===== config.mk =====
export PLATFORM = sky130hd
export DESIGN_NAME = pad_tx_streamer
export DESIGN_NICKNAME = d
export VERILOG_FILES = /design/src/rtl/pad_io_pkg.sv /design/src/rtl/pad_sync.sv /design/src/rtl/pad_tx_streamer.sv
export SDC_FILE = /design/constraint.sdc
export NUM_CORES = 1
export LEC_CHECK = 0
export CAP_MARGIN = 5
export CORE_MARGIN = 4
export CORE_UTILIZATION = 59
export CTS_CLUSTER_SIZE = 16
export DETAILED_ROUTE_END_ITERATION = 7
export PLACE_DENSITY_LB_ADDON = 0.1
export SLEW_MARGIN = 20
export SYNTH_ARGS = -nofsm -noshare
export SYNTH_HDL_FRONTEND = slang
export SYNTH_SLANG_ARGS = --single-unit
export TNS_END_PERCENT = 10

===== constraint.sdc =====
create_clock -name pad_clk -period 3.7 [get_ports pad_clk]
set_clock_uncertainty 0.2 [all_clocks]
set_input_delay 0.74 -clock pad_clk [delete_from_list [all_inputs] [get_ports pad_clk]]
set_output_delay 0.74 -clock pad_clk [all_outputs]
set_load 0.005 [all_outputs]

===== src/rtl/pad_io_pkg.sv =====
// Shared definitions for the pad data interface: transmit FSM states,
// outbound pad bus field layout and the frame packing helper.
package pad_io_pkg;

    typedef enum logic [1:0] {
        IDLE,
        SETUP,
        ASSERT,
        DEASSERT
    } tx_state_t;

    localparam int PAD_DATA_LSB   = 0;
    localparam int PAD_STROBE_BIT = 8;
    localparam int PAD_LAST_BIT   = 9;
    localparam int PAD_PARITY_BIT = 10;
    localparam int PAD_OUT_W      = 11;
    localparam int BYTES_PER_WORD = 4;

    // Even parity covers the data byte and the last flag (9 bits).
    function automatic logic [PAD_OUT_W-1:0] pad_frame(
        input logic [7:0] data,
        input logic       last,
        input logic       strobe
    );
        logic [PAD_OUT_W-1:0] frame;
        frame                      = '0;
        frame[PAD_DATA_LSB +: 8]   = data;
        frame[PAD_STROBE_BIT]      = strobe;
        frame[PAD_LAST_BIT]        = last;
        frame[PAD_PARITY_BIT]      = (^data) ^ last;
        return frame;
    endfunction

endpackage


===== src/rtl/pad_sync.sv =====
// Multi-stage single-bit synchronizer for asynchronous pad inputs.
module pad_sync #(
    parameter int SYNC_STAGES = 2
) (
    input  logic clk,
    input  logic rst_n,
    input  logic din,
    output logic dout
);

    logic [SYNC_STAGES-1:0] stage_reg;

    always_ff @(posedge clk) begin
        if (!rst_n) begin
            stage_reg <= '0;
        end else begin
            stage_reg <= {stage_reg[SYNC_STAGES-2:0], din};
        end
    end

    assign dout = stage_reg[SYNC_STAGES-1];

endmodule


===== src/rtl/pad_tx_streamer.sv =====
// Serializes 32-bit core words MSB-byte-first onto the outbound pad bus,
// pacing each byte with a four-phase strobe/ack exchange and a timeout abort.
module pad_tx_streamer
    import pad_io_pkg::*;
#(
    parameter int SETUP_CYC   = 2,
    parameter int TIMEOUT     = 1023,
    parameter int SYNC_STAGES = 2
) (
    input  logic                 pad_clk,
    input  logic                 pad_rst_n,
    input  logic [31:0]          tx_data,
    input  logic                 tx_valid,
    output logic                 tx_ready,
    input  logic                 host_ack,
    input  logic                 err_clr,
    output logic [PAD_OUT_W-1:0] bidir_output_data,
    output logic                 tx_done,
    output logic                 tx_err
);

    localparam int TO_W = $clog2(TIMEOUT + 1);

    tx_state_t            state_reg, state_next;
    logic [31:0]          word_reg, word_next;
    logic [1:0]           idx_reg, idx_next;
    logic [3:0]           setup_cnt_reg, setup_cnt_next;
    logic [TO_W-1:0]      to_cnt_reg, to_cnt_next;
    logic [PAD_OUT_W-1:0] bus_reg, bus_next;
    logic                 done_reg, done_next;
    logic                 err_reg, err_set;
    logic                 ack_sync;
    logic [7:0]           word_bytes [BYTES_PER_WORD];

    pad_sync #(
        .SYNC_STAGES(SYNC_STAGES)
    ) u_ack_sync (
        .clk  (pad_clk),
        .rst_n(pad_rst_n),
        .din  (host_ack),
        .dout (ack_sync)
    );

    assign tx_ready = pad_rst_n && (state_reg == IDLE);

    always_comb begin
        state_next     = state_reg;
        word_next      = word_reg;
        idx_next       = idx_reg;
        setup_cnt_next = setup_cnt_reg;
        to_cnt_next    = to_cnt_reg;
        done_next      = 1'b0;
        err_set        = 1'b0;
        case (state_reg)
            IDLE: begin
                if (tx_valid) begin
                    word_next      = tx_data;
                    idx_next       = 2'd0;
                    setup_cnt_next = 4'd0;
                    state_next     = SETUP;
                end
            end
            SETUP: begin
                if (setup_cnt_reg == 4'(SETUP_CYC - 1)) begin
                    to_cnt_next = '0;
                    state_next  = ASSERT;
                end else begin
                    setup_cnt_next = setup_cnt_reg + 4'd1;
                end
            end
            ASSERT: begin
                if (ack_sync) begin
                    to_cnt_next = '0;
                    state_next  = DEASSERT;
                end else if (to_cnt_reg == TO_W'(TIMEOUT - 1)) begin
                    err_set    = 1'b1;
                    state_next = IDLE;
                end else begin
                    to_cnt_next = to_cnt_reg + TO_W'(1);
                end
            end
            DEASSERT: begin
                if (!ack_sync) begin
                    if (idx_reg == 2'(BYTES_PER_WORD - 1)) begin
                        done_next  = 1'b1;
                        state_next = IDLE;
                    end else begin
                        idx_next       = idx_reg + 2'd1;
                        setup_cnt_next = 4'd0;
                        state_next     = SETUP;
                    end
                end else if (to_cnt_reg == TO_W'(TIMEOUT - 1)) begin
                    err_set    = 1'b1;
                    state_next = IDLE;
                end else begin
                    to_cnt_next = to_cnt_reg + TO_W'(1);
                end
            end
            default: state_next = IDLE;
        endcase
    end

    // Byte 0 of the transfer order is the most significant byte of the word.
    for (genvar gi = 0; gi < BYTES_PER_WORD; gi++) begin : g_bytes
        assign word_bytes[gi] = word_next[8*(BYTES_PER_WORD-1-gi) +: 8];
    end

    // The bus register is loaded from the next state so every field is a flop.
    always_comb begin
        bus_next = '0;
        if (state_next != IDLE) begin
            bus_next = pad_frame(word_bytes[idx_next],
                                 idx_next == 2'(BYTES_PER_WORD - 1),
                                 state_next == ASSERT);
        end
    end

    always_ff @(posedge pad_clk) begin
        if (!pad_rst_n) begin
            state_reg     <= IDLE;
            word_reg      <= '0;
            idx_reg       <= '0;
            setup_cnt_reg <= '0;
            to_cnt_reg    <= '0;
            bus_reg       <= '0;
            done_reg      <= 1'b0;
            err_reg       <= 1'b0;
        end else begin
            state_reg     <= state_next;
            word_reg      <= word_next;
            idx_reg       <= idx_next;
            setup_cnt_reg <= setup_cnt_next;
            to_cnt_reg    <= to_cnt_next;
            bus_reg       <= bus_next;
            done_reg      <= done_next;
            if (err_set) begin
                err_reg <= 1'b1;
            end else if (err_clr) begin
                err_reg <= 1'b0;
            end
        end
    end

    assign bidir_output_data = bus_reg;
    assign tx_done           = done_reg;
    assign tx_err            = err_reg;

endmodule

==> Word-level counts from Yosys, hierarchy flattened <==
Cells that the tools add are included.
W data, S select, Z words.
{ "word_totals": {"ramBits": 0, "n_memories": 0, "inputBits": 37, "latchBits": 0, "ff_bits": 65, "mem_bits_ro": 0} }
{ "classes": {"mux": 33, "mul": 0, "div": 0, "n_addsub": 3, "n_bitwise": 4, "n_lt_le_gt_ge": 1, "eq_ne": 14, "reduce_logical": 11, "shift": 0} }
{ "ops": {"columns": ["operator", "count"], "rows": [
  ["$mux W32", 2],
  ["$mux W10", 4],
  ["$pmux W10 S3", 1],
  ["$bmux W8 S2", 1],
  ["$mux W2", 8],
  ["$mux W4", 4],
  ["$mux W8", 2],
  ["$pmux W4 S3", 1],
  ["$add A10 B1 Y10 const B", 1],
  ["$eq A10 B10 Y1 const B", 1],
  ["$eq A2 B2 Y1 const B", 5],
  ["$ne A2 B2 Y1 const B", 5],
  ["$pmux W2 S4", 1],
  ["$reduce_xor A8 Y1", 1],
  ["$mux W1", 7],
  ["$reduce_bool A3 Y1", 2],
  ["$reduce_and A5 Y1", 1],
  ["$add A4 B1 Y4 const B", 1],
  ["$eq A4 B1 Y1 const B", 1],
  ["$pmux W2 S2", 1],
  ["$reduce_bool A2 Y1", 2],
  ["$ge A3 B3 Y1 const B", 1],
  ["$not A2 Y3", 1],
  ["$reduce_and A3 Y1", 1],
  ["10 further kinds", 11]
]} }

==> Logic depth before layout (Yosys ltp) <==
Gate-level depths: netlist (run 1).
{ "depth": {"word_depth": 10, "mapped_depth": 12, "ltp_nobuf": 10} }

==> Cells and area by module <==
Synthesis (run 1) repeated with hierarchy kept, for this count alone.
{ "unflattened": {"hier_cells": 441, "hier_area_um2": 3497.1} }
{ "modules_own_cells": {"columns": ["mod", "area_each_um2", "cells_per_inst", "instances"], "rows": [
  ["pad_tx_streamer", 3444.6, 437, 1],
  ["pad_sync", 52.6, 4, 1]
]} }

==> Worst setup path before layout (run 1) <==
No wires, ideal clock.
{ "synth_path": {"path_kind": "input-to-reg", "startpoint": "in tx_valid", "endpoint": "reg bus_reg[3], in the netlist bidir_output_data[3]", "n_path_buf": 3, "setup_time_ps": 128, "t_arrival_ps": 2191, "path_slack_ps": 1180, "cell_stages": 7, "cell_sequence": "and2_1 -> buf_4 -> buf_2 -> buf_2 -> mux4_2 -> mux2i_1 -> nor2_1"} }
{ "synth_via": {"elab_chain_cells": 6, "word_cells_on_any_way": 12, "classes_between": "9 x mux; 1 x bitwise; 2 x reduce/logical"} }
{ "synth_rtl": {"columns": ["element", "line", "rtl"], "rows": [
  ["from (decl)", "pad_tx_streamer.sv:13", "input logic tx_valid,"],
  ["$mux W2", "pad_tx_streamer.sv:56", "if (tx_valid) begin"],
  ["$pmux W2 S2", "pad_tx_streamer.sv:54", "case (state_reg)"],
  ["$not A2 Y3 (not written as such)", "pad_tx_streamer.sv:112", "bus_next = pad_frame(word_bytes[idx_next],"],
  ["$bmux W8 S2", "pad_tx_streamer.sv:112", null],
  ["$mux W8 (not written as such) (2 in a row)", "pad_tx_streamer.sv:112", null],
  ["to (signal assigned)", "pad_tx_streamer.sv:134", "bus_reg <= bus_next;"],
  ["to (decl)", "pad_tx_streamer.sv:29", "logic [PAD_OUT_W-1:0] bus_reg, bus_next;"]
]} }
Several ways; a longest one is shown, not always the timed one. The select of a mux whose other input is x is not followed.
A chain may end at the register's enable or synchronous reset.

==> Final worst setup path (run 1) <==
{ "layout_path": {"startpoint": "reg state_reg[1]", "endpoint": "reg bus_reg[10], in the netlist bidir_output_data[10]"} }
{ "layout_via": {"elab_chain_cells": 8, "word_cells_on_any_way": 21, "classes_between": "4 x eq/ne; 11 x mux; 2 x bitwise; 4 x reduce/logical"} }
{ "layout_rtl": {"columns": ["element", "line", "rtl"], "rows": [
  ["from (decl)", "pad_tx_streamer.sv:24", "tx_state_t state_reg, state_next;"],
  ["from (signal assigned)", "pad_tx_streamer.sv:129", "state_reg <= state_next;"],
  ["$eq A2 B2 Y1 or $logic_not A2 Y1 (tied branches)", "pad_tx_streamer.sv:54", null],
  ["$pmux W2 S2", "pad_tx_streamer.sv:54", null],
  ["$not A2 Y3 (not written as such)", "pad_tx_streamer.sv:112", null],
  ["$bmux W8 S2", "pad_tx_streamer.sv:112", null],
  ["$mux W8 (not written as such) (2 in a row)", "pad_tx_streamer.sv:112", null],
  ["$reduce_xor A8 Y1", "pad_io_pkg.sv:30", "frame[PAD_PARITY_BIT] = (^data) ^ last;"],
  ["$xor A1 B1 Y1", "pad_io_pkg.sv:30", null]
]} }
Several ways; a longest one is shown, not always the timed one. The select of a mux whose other input is x is not followed.

==> key figures, run 1 <==
Run status
  – Status: completed

Synth
  – Syn Inst Count: 386
  – Unique masters post-synth: 49
  – Synth top area cells: dfxtp_1, xnor2_1, mux4_2
  – Async SR Flop Fraction: 0%
  – Mapped Nets: 431
  – Yosys warns: 0
  – Syn avg cell area: 9.30 um2
  – Number of synthesized flops with an enable pin: 0
  – Synth area leader: dfxtp_1
  – Syn Std Cell Area: 0.00359 mm2
  – Dominant synthesized flop cell: dfxtp_1
  – Top-area cell type share of the netlist area: 36.3%
  – Register bit count reported by yosys: 65
  – Register area share after synthesis: 36.3%

Timing
  – F_max: 341 MHz
  – Actual slew at the worst max-slew pin: 1.04 ns
  – Setup violators final: 0
  – RSZ-0062 raised after global routing: false
  – Slew Limit Fails: 0
  – Setup TNS Final: 0 ns
  – Slew headroom: 30.2%
  – Final Cycle Share: 79.2%
  – Final hold violations: 0
  – Minimum clock period: 2.93 ns

Layout
  – Most common cell after layout, fill and taps aside: nand2_1
  – Syn-to-layout area delta: 20.3%
  – Antenna cells: 0
  – Number of flip-flops in the largest register: 32
  – Post-route cell area: 0.00432 mm2
  – Nets: 476
  – Final core occ: 72.9%
  – Finished Layout Cells: 511
  – Commonest non-fill, non-tap cells in the layout: nand2_1, dfxtp_1, clkdlybuf4s50_1
  – Layout cells sized above 1: 9.17%

Global route
  – Number of global-route vias before repair: 2662
  – Gr ovfl total: 0
  – Global-route wire length before repair: 12.0 mm
  – Largest net degree at the start of global routing: 48
  – Antenna violations before repair: 0
  – Tot GR Track Use: 20.5%

Critical path
  – Required @ worst endpoint: 3.78 ns
  – Worst setup path end: bidir_output_data[10]$_SDFF_PN0_
  – Critical Path Start Type: flip-flop
  – Kind of critical path: reg -> reg
  – Worst EP arrival: 3.01 ns
  – Max Fanout on Critical Path: 15
  – Startpoint of the worst register-to-register path: state_reg[1]$_SDFF_PN0_
  – RR Endpoint: bidir_output_data[10]$_SDFF_PN0_
  – Worst setup EP type: flip-flop
  – R2R Setup Slk: 0.77 ns
  – R2r worst-path depth: 7
  – Crit path launch: state_reg[1]$_SDFF_PN0_

Placed design
  – Instance area at placement: 0.00411 mm2
  – Buffers on Ports: 50
  – Placed wire-length estimate: 5.22 mm
  – Placed cells: 495
  – RD Place Congestion: 0.866

Pwr
  – Static Leakage: 1.58 nW
  – VDD IR-drop max: 0.303 mV
  – Total power: 2.00 mW
  – PwrDens: 464 mW/mm2

CTS
  – Clock Pin Slew Worst Setup and Hold Paths: 0.07 ns
  – H-Tree Depth: 3
  – Hold-fix buffers, CTS: 0
  – Root Buffer: clkbuf_8
  – CTS tree: built
  – Clock latency on the worst-skew pair: 0.34 ns
  – Clock sink count: 65
  – CTS max path bufs: 2
  – Cts repair resizes: 0
  – Setup bufs post-CTS: 0
  – Inserted Clock Buffers: 9

Floorplanning
  – Num rows: 28
  – Die span in x: 86.0 um
  – Die area: 0.00739 mm2
  – Initial core utilization: 60.6%
  – CORE AREA: 0.00592 mm2
  – Die Y: 86.0 um
  – Ports: 51

Routing
  – Post-Route WL: 7.26 mm
  – Post-route ant nets: 0
  – Router iterations before antenna repair: 4
  – Routed vias: 2820
  – DRC Markers: 0
  – Via density per instance: 5.52
  – DR iter-0 viols: 144
  – DR WL/cell: 14.2 um

Min path
  – Min-Delay Path Class: reg -> reg

Flow run
  – MaxCap Viol Count: 0
## routing by layer
metal	track usage (%)	share of wire (%)	up-vias
li1	-	-	1407
met1	23.5	42	1318
met2	35.7	51	75
met3	5.19	4.6	20
met4	8.92	2.9	0
met5	0	0	-
## through the flow
| stage | setup WS (ns) | hold WS, ns |
|---|---|---|
| floorplan | 1.18 | 0.212 |
| global placement | 0.577 | 0.229 |
| detailed placement | 0.492 | 0.223 |
| CTS | 0.779 | 0.252 |
| global route | 0.617 | 0.261 |
| finish | 0.770 | 0.251 |
## Yosys cell counts (2+ instances only)
cell type,number
a211oi_1,2
a21boi_0,26
a21oi_1,7
and2_1,10
and3_1,3
buf_2,7
buf_4,2
buf_6,3
clkbuf_1,7
dfxtp_1,65
ha_1,8
inv_1,8
mux2i_1,24
mux4_2,12
nand2_1,71
nand2b_1,3
nand3_1,9
nand4_1,3
nand4b_1,2
nor2_1,22
nor2b_1,15
nor3_1,3
o211ai_1,2
o21ai_0,7
o21ai_1,3
o21ai_2,2
xnor2_1,31
xor2_1,8
## worst min-delay path by stage
stage	cells past startpoint	slack (ns)	start	endpoint
after global placement	1	0.23	u_ack_sync.stage_reg[0]$_SDFF_PN0_	u_ack_sync.stage_reg[1]$_SDFF_PN0_
after floorplan	1	0.21	u_ack_sync.stage_reg[0]$_SDFF_PN0_	u_ack_sync.stage_reg[1]$_SDFF_PN0_
after global routing	1	0.26	u_ack_sync.stage_reg[0]$_SDFF_PN0_	u_ack_sync.stage_reg[1]$_SDFF_PN0_
after CTS	1	0.25	u_ack_sync.stage_reg[0]$_SDFF_PN0_	u_ack_sync.stage_reg[1]$_SDFF_PN0_
final	1	0.25	u_ack_sync.stage_reg[0]$_SDFF_PN0_	u_ack_sync.stage_reg[1]$_SDFF_PN0_
after detailed placement	1	0.22	u_ack_sync.stage_reg[0]$_SDFF_PN0_	u_ack_sync.stage_reg[1]$_SDFF_PN0_
## critical path: stages, from the launching register on
cell,delay (ns)
dfxtp_1,0.38
ha_1,0.36
inv_2,0.11
o41ai_4,0.95
a211o_1,0.20
a21boi_1,0.17
xnor3_1,0.40
nor2_1,0.09
## layout make-up
cell class	instances	area, um2
inverters	9	33.8
repair buffers	53	536
clock inverters	2	35.0
flip-flops and latches	65	1300
well taps	75	93.8
clock buffers	14	173
multi-input cells	293	2140
fillers	435	1600
## report_power, final
| group | leakage, nW | total [mW] | switching, mW | internal [mW] |
|---|---|---|---|---|
| clock | 0.107 | 0.628 | 0.262 | 0.366 |
| combinational | 0.942 | 0.564 | 0.280 | 0.283 |
| sequential | 0.531 | 0.812 | 0.0479 | 0.764 |
| total | 1.58 | 2.00 | 0.590 | 1.41 |
## cells by family (layout without fill, tap and decap cells)
kind of cell	Yosys count	count (layout)	synth area share, %
compound gates	62	62	13.3
xor+xnor	40	40	10.1
fa+ha+maj	8	8	2.79
buf+inv	28	78	4.01
flops	65	65	36.3
mux	36	36	14.2
simple gates	147	147	19.2
No activity file was read; power rests on OpenSTA's default activity.
==> run 2: changes to the inputs <==
- CORE_UTILIZATION: 59 -> 55
- clock period: 3.7 -> 3 ns (I/O delays scaled with it)
==> key figures, run 2 (same netlist as run 1, synthesis figures left out) <==
Critical path
  – Crit path max-delay cell type: dfxtp_1
  – Kind of critical path: reg -> reg
  – Max Fanout on Critical Path: 17 (+2)
  – Worst EP arrival: 2.66 ns (-0.35 ns)
  – Critical Path Start Type: flip-flop
  – Crit-path max cell delay: 0.39 ns (-0.56 ns)
  – Worst setup EP type: flip-flop
  – Required @ worst endpoint: 3.01 ns (-0.77 ns)
  – Crit-path cells: inv_1 > ha_1 > nor2b_1 > o21ai_1 > nand2_4 > a211o_1 > a21boi_1 > xnor3_1 > nor2_1

Global route
  – Gr ovfl total: 0 (unchanged)
  – Largest net degree at the start of global routing: 48 (unchanged)
  – Number of global-route vias before repair: 2718 (+2.1%)
  – Tot GR Track Use: 20.7% (+0.19 points)
  – Global-route wire length before repair: 12.6 mm (+4.5%)
  – Antenna violations before repair: 0 (unchanged)

CTS
  – Inserted Clock Buffers: 9 (unchanged)
  – Clock sink count: 65 (unchanged)
  – H-Tree Depth: 3 (unchanged)
  – CTS tree: built
  – Root Buffer: clkbuf_8
  – Cts repair resizes: 0 (unchanged)
  – Clock Pin Slew Worst Setup and Hold Paths: 0.07 ns (about the same)
  – Clock latency on the worst-skew pair: 0.34 ns (about the same)
  – CTS max path bufs: 2 (unchanged)
  – Hold-fix buffers, CTS: 0 (unchanged)
  – Setup bufs post-CTS: 0 (unchanged)

Layout
  – Syn-to-layout area delta: 21.7%
  – Fillers: 528 (+21%)
  – Number of flip-flops in the largest register: 32 (unchanged)
  – Antenna cells: 0 (unchanged)
  – Nets: 485 (+1.9%)
  – Layout cells sized above 1: 10.8% (+1.6 points)
  – Most common cell after layout, fill and taps aside: nand2_1
  – Commonest non-fill, non-tap cells in the layout: nand2_1, dfxtp_1, clkdlybuf4s50_1
  – Finished Layout Cells: 522 (+2.2%)
  – Reg area: 0.00130 mm2 (unchanged)
  – Post-route cell area: 0.00437 mm2 (+1.2%)
  – Area occupied by multi-input gates: 0.00214 mm2 (unchanged)

Routing
  – Via density per instance: 5.34 (-3.1%)
  – DR WL/cell: 14.5 um (+1.9%)
  – DRC Markers: 0 (unchanged)
  – Router iterations before antenna repair: 6 (+2)
  – Routed vias: 2790 (-1.1%)
  – Post-Route WL: 7.55 mm (+4.0%)
  – DR iter-0 viols: 90 (-38%)
  – Post-route ant nets: 0 (unchanged)

Floorplanning
  – Die area: 0.00788 mm2 (+6.6%)
  – Initial core utilization: 56.5% (-4.1 points)
  – Die span in x: 88.8 um (+3.2%)
  – CORE AREA: 0.00635 mm2 (+7.2%)
  – Die Y: 88.8 um (+3.2%)
  – Ports: 51 (unchanged)
  – Num rows: 29 (+3.6%)

Pwr
  – Static Leakage: 1.62 nW (+2.3%)
  – VDD IR-drop max: 0.415 mV (+37%)
  – PwrDens: 561 mW/mm2 (+21%)
  – Total power: 2.45 mW (+22%)

Timing
  – Final hold violations: 0 (unchanged)
  – Final WS setup: 0.352 ns (-0.418 ns)
  – RSZ-0062 raised after global routing: false
  – Minimum clock period: 2.65 ns (-0.282 ns)
  – Setup TNS Final: 0 ns (unchanged)
  – Setup violators final: 0 (unchanged)
  – Final Cycle Share: 88.3% (+9.1 points)
  – Actual slew at the worst max-slew pin: 0.667 ns (-0.375 ns)
  – F_max: 378 MHz (+11%)
  – Slew Limit Fails: 0 (unchanged)
  – Slew headroom: 55.2% (+25 points)

Min path
  – Min-Delay Path Class: reg -> reg

Placed design
  – RD Place Congestion: 0.803 (-7.3%)
  – Buffers on Ports: 50 (unchanged)
  – Instance area at placement: 0.00418 mm2 (+1.7%)
  – Placed wire-length estimate: 5.51 mm (+5.5%)
  – Placed cells: 506 (+2.2%)
  – Post-place setup slack: 0.0811 ns (-0.411 ns)

Run status
  – Status: completed

Flow run
  – MaxCap Viol Count: 0 (unchanged)
## run 2: changes by cell type in the layout (fill, tap and decap cells not counted)
cell	change
clkbuf_8	-2
clkinv_2	+1
clkbuf_1	+1
buf_4	+9
## run 2: stage by stage
step	hold slack, ns	util, %
global route	0.279	68.8
CTS	0.261	68.8
detailed placement	0.244	65.8
finish	0.254	68.8
floorplan	0.212	-
global placement	0.226	65.8
## run 2: final timing paths
path	slack, ns	endpoint	startpoint	cells after the start
worst min register to register	0.25	u_ack_sync.stage_reg[1]$_SDFF_PN0_	u_ack_sync.stage_reg[0]$_SDFF_PN0_	1
worst max-delay path	0.35	bidir_output_data[10]$_SDFF_PN0_	state_reg[1]$_SDFF_PN0_	9
worst max register to register	0.35	bidir_output_data[10]$_SDFF_PN0_	state_reg[1]$_SDFF_PN0_	9
worst min-delay path	0.25	u_ack_sync.stage_reg[1]$_SDFF_PN0_	u_ack_sync.stage_reg[0]$_SDFF_PN0_	1
## run 2: layer usage
layer / vias up / wire (um) / track usage [%]
met2: 42 / 3760 / 35.5
met5: - / 0 / 0
met4: 0 / 117 / 7.83
met3: 8 / 234 / 4.00
met1: 1313 / 3440 / 25.5
li1: 1427 / - / -
## run 2: report_power, final
group / total, mW / leakage, nW / switching [mW] / internal, mW
Clock: 0.733 / 0.0974 / 0.328 / 0.405
Sequential: 1.00 / 0.531 / 0.0600 / 0.943
Combinational: 0.714 / 0.988 / 0.347 / 0.367
## run 2: area by class of cell
cell class	instances	area share [%]
flip-flops and latches	65	29.8
well taps	77	2.21
multi-input cells	293	49.1
clock buffers	13	3.41
repair buffers	62	13.8
clock inverters	3	0.917
inverters	9	0.773
## run 2: worst max-delay path, delay by kind of cell (launching register included)
family | cells | cell delay (ns)
buffers and inverters | 1 | 0.11
AND/OR/NAND/NOR | 3 | 0.46
adder cells (fa/ha/maj) | 1 | 0.27
XOR/XNOR | 1 | 0.38
flip-flops | 1 | 0.39
AO/OA/AOI/OAI | 3 | 0.73
==> run 3: changes to the inputs <==
- HOLD_SLACK_MARGIN: not set -> 0.15
==> results of run 3 <==
Same layout as run 2: the final DEF is identical, and so are final timing and power.
==> patch 1 (settings of run 3) <==
Make the reset (`pad_rst_n` and `rst_n`) asynchronous in 2 clocked blocks.
--- a/src/rtl/pad_sync.sv
+++ b/src/rtl/pad_sync.sv
@@ -10,7 +10,7 @@
 
     logic [SYNC_STAGES-1:0] stage_reg;
 
-    always_ff @(posedge clk) begin
+    always_ff @(posedge clk or negedge rst_n) begin
         if (!rst_n) begin
             stage_reg <= '0;
         end else begin
--- a/src/rtl/pad_tx_streamer.sv
+++ b/src/rtl/pad_tx_streamer.sv
@@ -115,7 +115,7 @@
         end
     end
 
-    always_ff @(posedge pad_clk) begin
+    always_ff @(posedge pad_clk or negedge pad_rst_n) begin
         if (!pad_rst_n) begin
             state_reg     <= IDLE;
             word_reg      <= '0;
Behaviour: differs if pad_rst_n is asserted again (counterexample within 4 cycles, from zero or initial values and one cycle with pad_rst_n low); with pad_rst_n held inactive, the same outputs for 10 cycles.
==> patch 1 against run 3 <==
Utilization up 0.20 points. Via count decreased by 12%. Sequential cell count is the same. Wire length shrank 5.4%. Final area is 0.29% higher. Setup slack gained 0.93 ps. First-iteration DRC count is 8.9% lower. Area after synthesis fell by 0.28%.
Power is not compared: it rests on default switching activity, and its combinational part moved more than twofold at a synthesized area within 25%.
==> patch 1: results (changes against run 3) <==
Run status
  – Status: complete, no violations (unchanged)

Global routing
  – Vias in the first global route: 2577 (was 2718)
  – Grt met1 use: 24.2% (was 25.5%)
  – Initial antenna violation count: 0 (unchanged)
  – All-layer global routing usage: 19.9% (was 20.7%)
  – Met2 Usage GRT: 35.0% (was 35.5%)
  – Grt met3 use: 5.21% (was 4.00%)
  – Largest net degree at the start of global routing: 66 (was 48)
  – Global-route wire length before repair: 12000 um (was 12600 um)

Route
  – Routed wl met3: 313 um (was 234 um)
  – Initial drt markers: 82 (was 90)
  – Routed Antenna Nets: 0 (unchanged)
  – Pre-Repair DR Iteration Count: 5 (was 6)
  – WL met1: 3140 um (was 3440 um)
  – Total number of vias: 2469 (was 2790)
  – Drt total wl: 7140 um (was 7550 um)
  – Met2 WL: 3650 um (was 3760 um)

Clock tree
  – H-tree depth: 3 (unchanged)
  – Clk Latency, worst-skew pair: 330 ps
  – Reg clk slew, reported paths: 70 ps (about the same)
  – Post-CTS setup buffer count: 0 (unchanged)
  – Clock root buffer master: clkbuf_8 (unchanged)
  – TritonCTS buffer count: 9 (unchanged)

Yosys
  – Yosys warning total: 0 (unchanged)
  – Seq/Total Area, Yosys: 45.5% (was 36.3%)
  – Post-Syn Nets: 363 (was 431)
  – Top post-synthesis cells by count: dfrtp_1 (65), xnor2_1 (43), mux2_2 (36) (was nand2_1 (71), dfxtp_1 (65), xnor2_1 (31))
  – Syn Area/Cell: 11.3 um2 (was 9.30 um2)
  – Netlist cell types: 45 (was 49)
  – Post-synth ARST share: 100% (was 0%)
  – Synth area leaders: dfrtp_1 (45%), mux2_2 (11%), xnor2_1 (11%), mux2i_1 (4.5%), ha_1 (2.8%) (was dfxtp_1 (36%), xnor2_1 (7.6%), mux4_2 (7.5%), nand2_1 (7.4%), mux2i_1 (6.7%))

STA
  – Slew headroom: 45.4% (was 55.2%)

Critical path
  – Worst R2R Path Depth: 9 (unchanged)
  – Arr. time, crit path: 2670 ps (was 2660 ps)
  – Crit Path Max Fanout: 5 (was 17)
  – Crit path kind: reg2reg (unchanged)
  – Max incr delay on CP: 440 ps (was 390 ps)
  – Slowest cell on crit path: a221o_1 (was dfxtp_1)

Placed design
  – Pre-CTS setup slack: 62.7 ps (was 81.1 ps)
  – Port bufs: 50 (unchanged)
  – HPWL after DPL: 5120 um (was 5510 um)
  – Dpl cell area: 4200 um2 (was 4180 um2)
  – GP Congestion: 0.828 (was 0.803)
  – Placed insts: 443 (was 506)

Final layout
  – Share of layout cells above drive strength 1: 18.5% (was 10.8%)
  – Final nets: 423 (was 485)
  – Non-Filler Instances: 460 (was 522)
  – Ant. Diodes: 0 (unchanged)
  – Max reg flops: 32 (unchanged)

Hold path
  – Worst Hold Path Cells: 0 (was 1)
  – HP Class: reg2reg (unchanged)

Power and ir drop
  – Leak pwr: 1.88 nW
patch 1: cell types whose count changed in the layout (fill, tap and decap cells not counted), sizes merged, moves of 27 or more:
cell / before / now
nand2: 72 / 24
dfxtp: 65 / 0
mux2: 0 / 36
dfrtp: 0 / 65
a21boi: 27 / 0
patch 1: path summary, 6_finish.rpt:
kind,from,to,slack (ps)
max,setup_cnt_reg[1],to_cnt_reg[6],350
min,u_ack_sync.stage_reg[0],u_ack_sync.stage_reg[1],160
max reg2reg,setup_cnt_reg[1],to_cnt_reg[6],350
min reg2reg,u_ack_sync.stage_reg[0],u_ack_sync.stage_reg[1],160
max in group asynchronous,pad_rst_n,state_reg[1],1780
min in group asynchronous,pad_rst_n,to_cnt_reg[8],260
patch 1: cell type report:
cell class | instances | area, um2
multi-input cells | 235 | 1890
well taps | 77 | 96.3
flip-flops and latches | 65 | 1630
clock buffers | 13 | 159
repair buffers | 58 | 559
clock inverters | 3 | 15.0
fillers | 513 | 1970
inverters | 9 | 33.8
patch 1: critical path: cells and delay by family (launching register included):
kind                       cells  cell delay [ps]
DFF                            1              420
and+or+nand+nor                5             1080
AOI/OAI and AO/OA              1              440
xor gates and xnor gates       1              170
adders and majority gates      1              150
buffers and inverters          1               90
patch 1: report_power, final:
group          switching [mW]  leakage (nW)  internal (mW)
Combinational            1.32         0.979           1.51
Clock                   0.323        0.0932          0.342
Sequential              0.234         0.811           1.24
Total                    1.88          1.88           3.09
patch 1: cells by family after synthesis:
group | Yosys count | synth area share (%)
simple gates | 77 | 11.0
compound gates | 44 | 8.11
flops | 65 | 45.5
xor+xnor | 54 | 14.8
mux | 52 | 15.8
buf+inv | 18 | 2.10
fa+ha+maj | 8 | 2.80
==> patch 2 (flow settings as in run 3) <==
Made on the original files. Change the package constant `BYTES_PER_WORD` from 4 to 2.
--- a/src/rtl/pad_io_pkg.sv
+++ b/src/rtl/pad_io_pkg.sv
@@ -14,7 +14,7 @@
     localparam int PAD_LAST_BIT   = 9;
     localparam int PAD_PARITY_BIT = 10;
     localparam int PAD_OUT_W      = 11;
-    localparam int BYTES_PER_WORD = 4;
+    localparam int BYTES_PER_WORD = 2;
 
     // Even parity covers the data byte and the last flag (9 bits).
     function automatic logic [PAD_OUT_W-1:0] pad_frame(
Behaviour: not the same (Yosys sat finds a counterexample within 4 cycles, from zero or initial values and one cycle with pad_rst_n low).
==> patch 2 against run 3 <==
Wire length fell by 31%. Critical path depth fell by 5. Global-route usage fell by 1.5 points. Final area fell by 27%. Maximum frequency rose by 3.3%. Sequential cell count fell by 16. Setup slack improved by 85 ps. Register-to-register slack improved by 240 ps. Area after synthesis fell by 27%. Power fell by 10%. Via count fell by 26%. Critical path type is now reg2out. Critical endpoint is now tx_ready.
==> patch 2: results (changes against run 3) <==
Run status
  – Status: complete, no violations (unchanged)

Yosys
  – Synth area leaders: dfxtp_1 (37%), xnor2_1 (10%), mux4_2 (6.9%), nand2_1 (5.4%), a21boi_0 (4.9%) (was dfxtp_1 (36%), xnor2_1 (7.6%), mux4_2 (7.5%), nand2_1 (7.4%), mux2i_1 (6.7%))
  – Mux contribution to synthesized area: 7.62% (was 14.2%)
  – Xor and xnor fraction of the mapped netlist area: 12.3% (was 10.1%)
  – Synth Area in Adders: 3.81% (was 2.79%)
  – Compound-Gate Fraction of Synth Area: 14.4% (was 13.3%)
  – Syn Area/Cell: 9.52 um2 (was 9.30 um2)
  – Top post-synthesis cells by count: dfxtp_1 (49), nand2_1 (38), xnor2_1 (30) (was nand2_1 (71), dfxtp_1 (65), xnor2_1 (31))
  – Netlist cell types: 51 (was 49)
  – Seq/Total Area, Yosys: 37.3% (was 36.3%)

Global routing
  – Met2 Usage GRT: 32.0% (was 35.5%)
  – Vias in the first global route: 2032 (was 2718)
  – Grt met3 use: 5.85% (was 4.00%)
  – Grt met1 use: 23.7% (was 25.5%)
  – Largest net degree at the start of global routing: 30 (was 48)
  – Global-route wire length before repair: 9250 um (was 12600 um)
  – All-layer global routing usage: 19.2% (was 20.7%)

Placed design
  – Placed insts: 357 (was 506)
  – Port bufs: 34 (was 50)
  – GP Congestion: 0.786 (was 0.803)
  – HPWL after DPL: 3770 um (was 5510 um)
  – Pre-CTS setup slack: 242 ps (was 81.1 ps)
  – Dpl cell area: 3050 um2 (was 4180 um2)

Route
  – Initial drt markers: 87 (was 90)
  – Met2 WL: 2490 um (was 3760 um)
  – WL met1: 2400 um (was 3440 um)
  – Total number of vias: 2051 (was 2790)
  – Routed wl met3: 252 um (was 234 um)
  – Pre-Repair DR Iteration Count: 4 (was 6)

Clock tree
  – CTS max path bufs: 2 (unchanged)
  – TritonCTS buffer count: 5 (was 9)
  – H-tree depth: 2 (was 3)
  – Clk Latency, worst-skew pair: 310 ps (was 340 ps)
  – Reg clk slew, reported paths: 90 ps (was 70 ps)

Critical path
  – Reg2Reg Setup Slack: 590 ps (was 350 ps)
  – Worst R2R Path Depth: 6 (was 9)
  – CP delay by family, top: buffers and inverters (was compound AO/OA/AOI/OAI gates)
  – Arr. time, crit path: 1760 ps (was 2660 ps)
  – Max incr delay on CP: 490 ps (was 390 ps)

Final layout
  – Fillers: 371 (was 528)
  – Non-Filler Instances: 365 (was 522)
  – Max reg flops: 16 (was 32)
  – Share of layout cells above drive strength 1: 11.2% (was 10.8%)
  – Area growth, synth to finish: 21.3% (was 21.7%)

STA
  – Hold WS: 242 ps (was 254 ps)

Power and ir drop
  – Leak pwr: 1.13 nW (was 1.62 nW)
  – Maximum VDD drop: 396 uV (was 415 uV)
[patch 2: worst max-delay path by stage]
stage	start	to	slack, ps	cells after the start
after floorplan	state_reg[1]	bidir_output_data[2]	860	6
after global placement	tx_valid	bidir_output_data[10]	280	7
after detailed placement	tx_valid	bidir_output_data[10]	240	7
after CTS	state_reg[1]	tx_ready	430	4
after global routing	state_reg[1]	tx_ready	320	4
final	state_reg[1]	tx_ready	440	4
[patch 2: layout make-up]
class / instances / area share, %
repair buffers: 40 / 12.9
multi-input cells: 208 / 49.2
flip-flops and latches: 49 / 30.8
inverters: 8 / 0.942
clock inverters: 3 / 2.04
well taps: 52 / 2.04
clock buffers: 5 / 2.16
[patch 2: report_power, final]
part           switching (mW)  internal, mW  total, mW  leakage, nW
combinational           0.411         0.427      0.838        0.667
sequential             0.0673         0.737      0.805        0.399
clock                   0.223         0.331      0.554       0.0681
